`src/rtl/label_pkg.sv`:
```
// label_pkg: label codes, config register addresses, default thresholds and
// configurator states shared by the label generator and label_cfg_ctrl.
package label_pkg;

    typedef enum logic [2:0] {
        LBL_ROAD  = 3'd0,
        LBL_WALK  = 3'd1,
        LBL_BG    = 3'd2,
        LBL_CAR   = 3'd3,
        LBL_HUMAN = 3'd4
    } label_t;

    localparam logic [1:0] CFG_ROAD_V = 2'd0;
    localparam logic [1:0] CFG_ROAD_S = 2'd1;
    localparam logic [1:0] CFG_WALK_V = 2'd2;
    localparam logic [1:0] CFG_WALK_S = 2'd3;

    localparam logic [7:0] DEF_ROAD_V = 8'd38;
    localparam logic [7:0] DEF_ROAD_S = 8'd77;
    localparam logic [7:0] DEF_WALK_V = 8'd179;
    localparam logic [7:0] DEF_WALK_S = 8'd51;

    typedef enum logic [1:0] {
        ST_IDLE    = 2'd0,
        ST_PENDING = 2'd1,
        ST_COMMIT  = 2'd2
    } cfg_state_t;

endpackage

```
`src/rtl/label_frame_counter.sv`:
```
// label_frame_counter: saturating per-frame hit counter; the running count is
// published on frame_start and restarts, counting a hit on that same cycle.
module label_frame_counter #(
    parameter int CNT_W = 19
) (
    input  logic             clk,
    input  logic             reset,
    input  logic             frame_start,
    input  logic             hit,
    output logic [CNT_W-1:0] cnt
);

    logic [CNT_W-1:0] run;

    always_ff @(posedge clk) begin
        if (reset) begin
            run <= '0;
            cnt <= '0;
        end else if (frame_start) begin
            cnt <= run;
            run <= CNT_W'(hit);
        end else if (hit && run != '1) begin
            run <= run + CNT_W'(1);
        end
    end

endmodule

```
`src/rtl/label_cfg_ctrl.sv`:
```
// label_cfg_ctrl: shadow/live threshold configurator committing only at frame_start.
// Optional per-frame CAR/HUMAN pixel statistics under `LABEL_STATS_EN.
module label_cfg_ctrl
    import label_pkg::*;
#(
    parameter int TH_W  = 8,
    parameter int CNT_W = 19
) (
    input  logic             clk,
    input  logic             reset,
    input  logic             cfg_valid,
    output logic             cfg_ready,
    input  logic [1:0]       cfg_addr,
    input  logic [TH_W-1:0]  cfg_wdata,
    input  logic             frame_start,
    input  logic             pixel_valid,
    input  logic [2:0]       label_data,
    output logic [TH_W-1:0]  road_v_th,
    output logic [TH_W-1:0]  road_s_th,
    output logic [TH_W-1:0]  walk_v_th,
    output logic [TH_W-1:0]  walk_s_th,
    output logic             cfg_pending,
    output logic             cfg_err,
    output logic [CNT_W-1:0] car_cnt,
    output logic [CNT_W-1:0] human_cnt
);

    localparam logic [TH_W-1:0] DEF [4] = '{TH_W'(DEF_ROAD_V), TH_W'(DEF_ROAD_S),
                                            TH_W'(DEF_WALK_V), TH_W'(DEF_WALK_S)};

    cfg_state_t      state, state_nx;
    logic [TH_W-1:0] shadow [4];
    logic [TH_W-1:0] live   [4];
    logic            wr;

    assign wr = cfg_valid && state != ST_COMMIT;

    always_ff @(posedge clk) begin
        if (reset) state <= ST_IDLE;
        else       state <= state_nx;
    end

    always_comb begin
        state_nx    = state;
        cfg_ready   = state != ST_COMMIT;
        cfg_pending = state != ST_IDLE;
        state_nx    = state == ST_COMMIT  ? ST_IDLE :
                      state == ST_PENDING ? (frame_start ? ST_COMMIT : ST_PENDING) :
                      (wr ? ST_PENDING : ST_IDLE);
    end

    // A rejected commit rolls the shadow back so the next frame starts clean
    always_ff @(posedge clk) begin
        if (reset) begin
            shadow  <= DEF;
            live    <= DEF;
            cfg_err <= 1'b0;
        end else begin
            cfg_err <= 1'b0;
            if (wr) shadow[cfg_addr] <= cfg_wdata;
            if (state == ST_COMMIT) begin
                if (shadow[CFG_WALK_V] > shadow[CFG_ROAD_V]) begin
                    live <= shadow;
                end else begin
                    shadow  <= live;
                    cfg_err <= 1'b1;
                end
            end
        end
    end

    assign road_v_th = live[CFG_ROAD_V];
    assign road_s_th = live[CFG_ROAD_S];
    assign walk_v_th = live[CFG_WALK_V];
    assign walk_s_th = live[CFG_WALK_S];

`ifdef LABEL_STATS_EN
    label_frame_counter #(.CNT_W(CNT_W)) u_car_cnt (
        .clk         (clk),
        .reset       (reset),
        .frame_start (frame_start),
        .hit         (pixel_valid && label_data == LBL_CAR),
        .cnt         (car_cnt)
    );

    label_frame_counter #(.CNT_W(CNT_W)) u_human_cnt (
        .clk         (clk),
        .reset       (reset),
        .frame_start (frame_start),
        .hit         (pixel_valid && label_data == LBL_HUMAN),
        .cnt         (human_cnt)
    );
`else
    logic unused_pixel;
    assign unused_pixel = ^{pixel_valid, label_data};
    assign car_cnt      = '0;
    assign human_cnt    = '0;
`endif

endmodule

```
`config.mk`:
```
export PLATFORM = sky130hd
export DESIGN_NAME = label_cfg_ctrl
export DESIGN_NICKNAME = d
export VERILOG_FILES = /design/src/rtl/label_pkg.sv /design/src/rtl/label_frame_counter.sv /design/src/rtl/label_cfg_ctrl.sv
export SDC_FILE = /design/constraint.sdc
export NUM_CORES = 1
export LEC_CHECK = 0
export CAP_MARGIN = 15
export CELL_PAD_IN_SITES_DETAIL_PLACEMENT = 1
export CELL_PAD_IN_SITES_GLOBAL_PLACEMENT = 1
export CORE_UTILIZATION = 40
export CTS_CLUSTER_DIAMETER = 80
export DETAILED_ROUTE_END_ITERATION = 16
export HOLD_SLACK_MARGIN = 0.06
export PLACE_DENSITY_LB_ADDON = 0.1
export SKIP_LAST_GASP = 1
export SLEW_MARGIN = 15
export SYNTH_ARGS = -nofsm -noshare
export SYNTH_HDL_FRONTEND = slang
export SYNTH_SLANG_ARGS = --single-unit
```
`constraint.sdc`:
```
create_clock -name clk -period 3.46 [get_ports clk]
set_input_delay 0.692 -clock clk [delete_from_list [all_inputs] [get_ports clk]]
set_output_delay 0.692 -clock clk [all_outputs]
set_load 0.01 [all_outputs]
```
==> flow_metrics.py, run 1 <==
metrics = {
    "sta": {
        "maxSlewHeadroom_pct": 33.2,
        "rsz0062_at_grt": "false",
        "period_share_pct": 72.4,
        "min_period_ns": 2.51,
        "tns_ns": 0,
        "tightest_slew_ns": 1.00,
        "holdWs_ns": 0.477,
        "setup_viol": 0,
        "clock.fmax_mhz": 399,
        "finalHoldViolations": 0,
        "maxSlewViolCount": 0,
        "skew_ns": 0.0105,
    },
    "global_route": {
        "grt_pass1_wl_um": 13400,
        "grt_pass1_vias": 2609,
        "antenna_found_initial": 0,
        "grt_overflow": 0,
        "grt_max_degree": 100,
        "grtUsageTotal_pct": 18.0,
    },
    "route": {
        "vias": 2574,
        "vias_per_cell": 4.91,
        "ant_nets": 0,
        "wire_per_inst_um": 15.5,
        "first_pass_iters": 4,
        "drt-initial-drc-count": 73,
        "drc_errors": 0,
        "drt_wl_total_um": 8140,
    },
    "finish": {
        "diodes": 0,
        "mostFrequentLayoutCells": "dfxtp_1 (67), mux2i_1 (64), nor2_1 (52), clkdlybuf4s50_1 (47), conb_1 (38)",
        "instances_no_fill": 524,
        "num-nets-final": 437,
        "final_common_cell": "dfxtp_1",
        "syn_to_final_growth_pct": 16.1,
        "layout-drive-gt1-share_pct": 14.7,
    },
    "pwr": {
        "vdd_drop_max_uv": 203,
        "p_leak_nw": 1.65,
        "p_per_area_nw_per_um2": 403,
    },
    "cts": {
        "clkTransAtPathRegs_ns": 0.07,
        "ctsHoldBuffers": 0,
        "cts_setup_buffers": 0,
        "clock-root-buffer": "clkbuf_8",
        "cts_inserted_buffers": 9,
        "ctsResizeCount": 0,
        "htreeDepth": 3,
        "clk_latency_ns": 0.35,
        "cts_tree": "done",
        "clk_path_buf_depth": 2,
        "cts.sinks": 67,
    },
    "worst_setup_path": {
        "rrSetupSlack_ns": 1.09,
        "r2r_end": "walk_s_th[7]$_SDFFE_PP0P_",
        "path_max_fanout": 6,
        "cp-start-kind": "flip-flop",
        "cp.required_ns": 2.77,
        "rr_worst_depth": 8,
        "reg2reg_from": "shadow[28]$_SDFF_PP0_",
        "path_class": "reg2out",
        "cp.arrival_ns": 1.81,
        "endpoint_kind": "output pin",
    },
    "synth": {
        "synthArstFlopShare_pct": 0,
        "ys_ff_latch": 67,
        "synthTopCellsByArea": "dfxtp_1 (37%), mux2i_1 (18%), buf_4 (8.5%), a211oi_2 (5.5%), nand2b_1 (5.5%)",
        "synth_edf_count": 0,
        "syn_area_per_cell_um2": 9.87,
        "yosysUniqueCellTypes": 38,
        "synth_top_area_share_pct": 36.8,
        "synth.largest_area_cell": "dfxtp_1",
        "synth_area_um2": 3640,
        "ys.warnings.count": 0,
        "synth_flop_cell": "dfxtp_1",
        "ys_seq_area_share_pct": 36.8,
        "synth_cells": 369,
    },
    "placement": {
        "hpwl_um": 5540,
        "placed_cells_incl_taps": 508,
        "place_congestion": 0.787,
        "portBuffers": 48,
    },
    "floorplanning": {
        "design.core.area_um2": 8760,
        "rows": 34,
        "die_height_um": 97.4,
        "io_pins": 91,
        "die-area_um2": 9490,
        "die_w_um": 97.4,
        "start_util_pct": 41.6,
    },
    "worst_hold_path": {
        "hold_path_class": "reg2reg",
        "hp-start": "shadow[2]$_SDFF_PP0_",
        "min_to": "walk_s_th[2]$_SDFFE_PP0P_",
        "hold_depth": 2,
    },
    "status": {
        "run_status": "finished clean",
    },
    "job": {
        "maxCapViolCount": 0,
    },
}
## where the power goes
group          total (mW)  switching, mW  internal [mW]
clock network       0.715          0.311          0.404
logic               0.186          0.106         0.0794
registers           0.804         0.0132          0.790
total                1.70          0.430           1.27
## Yosys cell counts, types with 3 or more instances
library cell  number
inv_1              8
nand2b_1          32
mux2i_1           64
clkbuf_1          11
buf_2              3
buf_4             41
a21oi_1           17
mux2_2            12
a211oi_2          16
ha_1               8
dfxtp_1           67
nor2_1            52
a211oi_1           5
nand2_1            4
## flip-flops by register name, summed over array words and instances, names as in the netlist
register,flops
walk_v_th,8
state,2
road_v_th,8
cfg_err,1
walk_s_th,8
road_s_th,8
shadow,32
## per-layer routing
metal  vias to the layer above  GRT usage, %  routed length, um
li1                       1267             -                  -
met1                      1238          22.3               3840
met2                        60          30.3               3910
met3                         9          4.24                298
met4                         0          6.45                 98
met5                         -             0                  0
## per-stage QoR
stage                     utilization (%)  instance area, um^2  power (mW)  setup WS (ns)
after detailed placement             45.9                 4020        1.01          0.863
after CTS                            48.2                 4230        1.72          0.931
after global placement               45.9                 4020        1.00          0.888
final                                48.2                 4230        1.70          0.953
after global routing                 48.2                 4230        1.79          0.864
after floorplan                         -                 3780       0.985           1.50
## worst max path at each step
stage,startpoint,end,slack (ns)
detailed placement,cfg_valid,shadow[9]$_SDFF_PP1_,0.86
global placement,cfg_valid,shadow[13]$_SDFF_PP1_,0.89
floorplan,shadow[29]$_SDFF_PP1_,shadow[14]$_SDFF_PP0_,1.50
global route,state[1]$_SDFF_PP0_,cfg_ready,0.86
CTS,state[1]$_SDFF_PP0_,cfg_ready,0.93
finish,state[1]$_SDFF_PP0_,cfg_ready,0.95
## kinds of logic after synthesis
| kind of cell | Yosys count | share of synthesized area, % |
|---|---|---|
| AO/OA/AOI/OAI | 45 | 10.9 |
| adder cells (fa/ha/maj) | 8 | 2.75 |
| AND/OR/NAND/NOR | 103 | 15.3 |
| buffers and inverters | 69 | 12.9 |
| other | 1 | 0.103 |
| flip-flops | 67 | 36.8 |
| multiplexers | 76 | 21.3 |
## critical path, cell delays in order, from the launching register on
cell and delay, ns:
dfxtp_1 0.38, nor2b_2 0.50, inv_6 0.09, clkdlybuf4s50_1 0.50
## cell type report
cell class	count	area [um^2]
fill	992	4540
multi-input combinational	270	1970
sequential	67	1340
timing repair buffer	54	533
tap	108	135
clock buffer	11	131
clock inverter	5	77.6
inverter	9	38.8
Note: power is estimated with default switching activity, not from simulation.
==> inputs of run 2 (changes only) <==
- CORE_UTILIZATION: 40 -> 34
- clock period: 3.46 -> 2.1 ns (I/O delays scaled with it)
==> run 2 against run 1 <==
Critical path depth stayed put. Combinational power is 78% higher. Die area is 17% higher. First-iteration DRC count is 33% lower. Non-clock buffer count is 10 higher. Setup slack worse by 0.82 ns. Register-to-register slack worse by 0.93 ns. Core utilization is 5.5 points lower. Sequential power is 64% higher. Clock skew is 0.0033 ns higher.
==> flow_metrics.py, run 2 (synthesized netlist as in run 1, its figures left out) <==
metrics = {
    "worst_setup_path": {
        "cpMaxStageDelayCell": "clkdlybuf4s50_1",
        "path_max_fanout": 6,
        "path_cells": "nor2b_2, inv_6, clkdlybuf4s50_1",
        "rrSetupSlack_ns": 0.16,
        "path_class": "reg2out",
        "cp.arrival_ns": 1.55,
        "reg2reg_from": "shadow[29]$_SDFF_PP1_",
        "cp.required_ns": 1.68,
        "rr_worst_depth": 8,
        "cp-start-kind": "flip-flop",
        "endpoint_kind": "output pin",
        "worst_path_largest_cell_delay_ns": 0.48,
        "r2r_end": "shadow[21]$_SDFF_PP0_",
    },
    "sta": {
        "rsz0062_at_grt": "false",
        "maxSlewViolCount": 0,
        "skew_ns": 0.0138,
        "setup_slack_ns": 0.134,
        "tns_ns": 0,
        "clock.fmax_mhz": 509,
        "setup_viol": 0,
        "period_share_pct": 93.6,
        "holdWs_ns": 0.481,
        "finalHoldViolations": 0,
        "min_period_ns": 1.97,
    },
    "pwr": {
        "power_mw": 2.77,
        "p_per_area_nw_per_um2": 625,
        "vdd_drop_max_uv": 279,
        "p_leak_nw": 1.73,
    },
    "placement": {
        "place_congestion": 0.763,
        "hpwl_um": 5950,
        "placed_cells_incl_taps": 545,
        "portBuffers": 48,
        "placed_cell_area_um2": 4210,
        "dpl_worst_slack_ns": -0.0290,
    },
    "worst_hold_path": {
        "min_to": "road_s_th[5]$_SDFFE_PP0P_",
        "hold_path_class": "reg2reg",
        "hp-start": "shadow[21]$_SDFF_PP0_",
        "hold_depth": 2,
    },
    "floorplanning": {
        "die_w_um": 106,
        "rows": 37,
        "io_pins": 91,
        "die-area_um2": 11100,
        "start_util_pct": 35.1,
        "design.core.area_um2": 10400,
        "die_height_um": 106,
    },
    "route": {
        "drt_wl_total_um": 8510,
        "wire_per_inst_um": 15.2,
        "drt-initial-drc-count": 49,
        "vias": 2616,
        "ant_nets": 0,
        "drc_errors": 0,
        "first_pass_iters": 4,
        "vias_per_cell": 4.67,
    },
    "finish": {
        "fin_area_um2": 4430,
        "diodes": 0,
        "syn_to_final_growth_pct": 21.6,
        "mostFrequentLayoutCells": "dfxtp_1 (67), mux2i_1 (64), nor2_1 (51), clkdlybuf4s50_1 (47), conb_1 (38)",
        "num-nets-final": 447,
        "largest_reg_flops": 32,
        "final_util_pct": 42.7,
        "layout-drive-gt1-share_pct": 17.2,
        "instances_no_fill": 560,
        "top_register": "shadow",
        "final_common_cell": "dfxtp_1",
    },
    "cts": {
        "cts.sinks": 67,
        "clk_latency_ns": 0.35,
        "cts_inserted_buffers": 9,
        "htreeDepth": 3,
        "clk_path_buf_depth": 2,
        "ctsHoldBuffers": 0,
        "clkTransAtPathRegs_ns": 0.07,
        "clock-root-buffer": "clkbuf_8",
        "cts_tree": "done",
    },
    "global_route": {
        "antenna_found_initial": 0,
        "grt_overflow": 0,
        "grtUsageTotal_pct": 16.4,
        "grt_pass1_wl_um": 13900,
        "grt_pass1_vias": 2712,
        "grt_max_degree": 46,
    },
    "job": {
        "maxCapViolCount": 0,
    },
    "status": {
        "run_status": "finished clean",
    },
}
## run 2: cell types whose count changed in the layout (fill, tap and decap cells not counted), sizes merged
cell | previous run | this run
buf | 7 | 17
bufinv | 2 | 1
clkbuf | 11 | 12
clkinv | 2 | 1
clkinvlp | 1 | 0
## run 2: area by class of cell
class	instances	area, um^2
sequential	67	1340
tap	136	170
multi-input combinational	270	1980
timing repair buffer	64	696
inverter	9	38.8
fill	1188	5940
clock inverter	2	35.0
clock buffer	12	165
## run 2: worst max-delay path, delay by kind of cell (launching register included)
kind                   cells  cell delay (ns)
DFF                        1             0.39
and+or+nand+nor            1             0.26
buffers and inverters      2             0.55
## run 2: how the worst max path moves through the flow
| stage | startpoint | to | slack [ns] |
|---|---|---|---|
| 6_report | state[1]$_SDFF_PP0_ | cfg_ready | 0.13 |
| 5_1_grt | state[1]$_SDFF_PP0_ | cfg_ready | 0.01 |
| 4_1_cts | shadow[28]$_SDFF_PP0_ | road_s_th[4]$_SDFFE_PP0P_ | 0.05 |
| 3_5_place_dp | cfg_valid | shadow[3]$_SDFF_PP0_ | -0.03 |
| 3_3_place_gp | cfg_valid | shadow[6]$_SDFF_PP0_ | -0.01 |
| 2_1_floorplan | shadow[29]$_SDFF_PP1_ | shadow[14]$_SDFF_PP0_ | 0.14 |
## run 2: timing repair
| action | CTS | global route |
|---|---|---|
| setup endpoints to repair | 0 | 53 |
| gates resized for setup | 0 | 3 |
| buffers inserted | 0 | 1 |
## run 2: where the power goes
part,internal (mW),switching (mW)
Combinational,0.149,0.182
Sequential,1.30,0.0217
Clock,0.631,0.483
Total,2.08,0.687
## run 2: layer usage
layer	track usage [%]	vias to the layer above	wire [um]
met1	20.4	1253	4030
met2	27.7	62	4040
met3	2.78	15	262
met5	0	-	0
met4	7.04	0	182
li1	-	1286	-
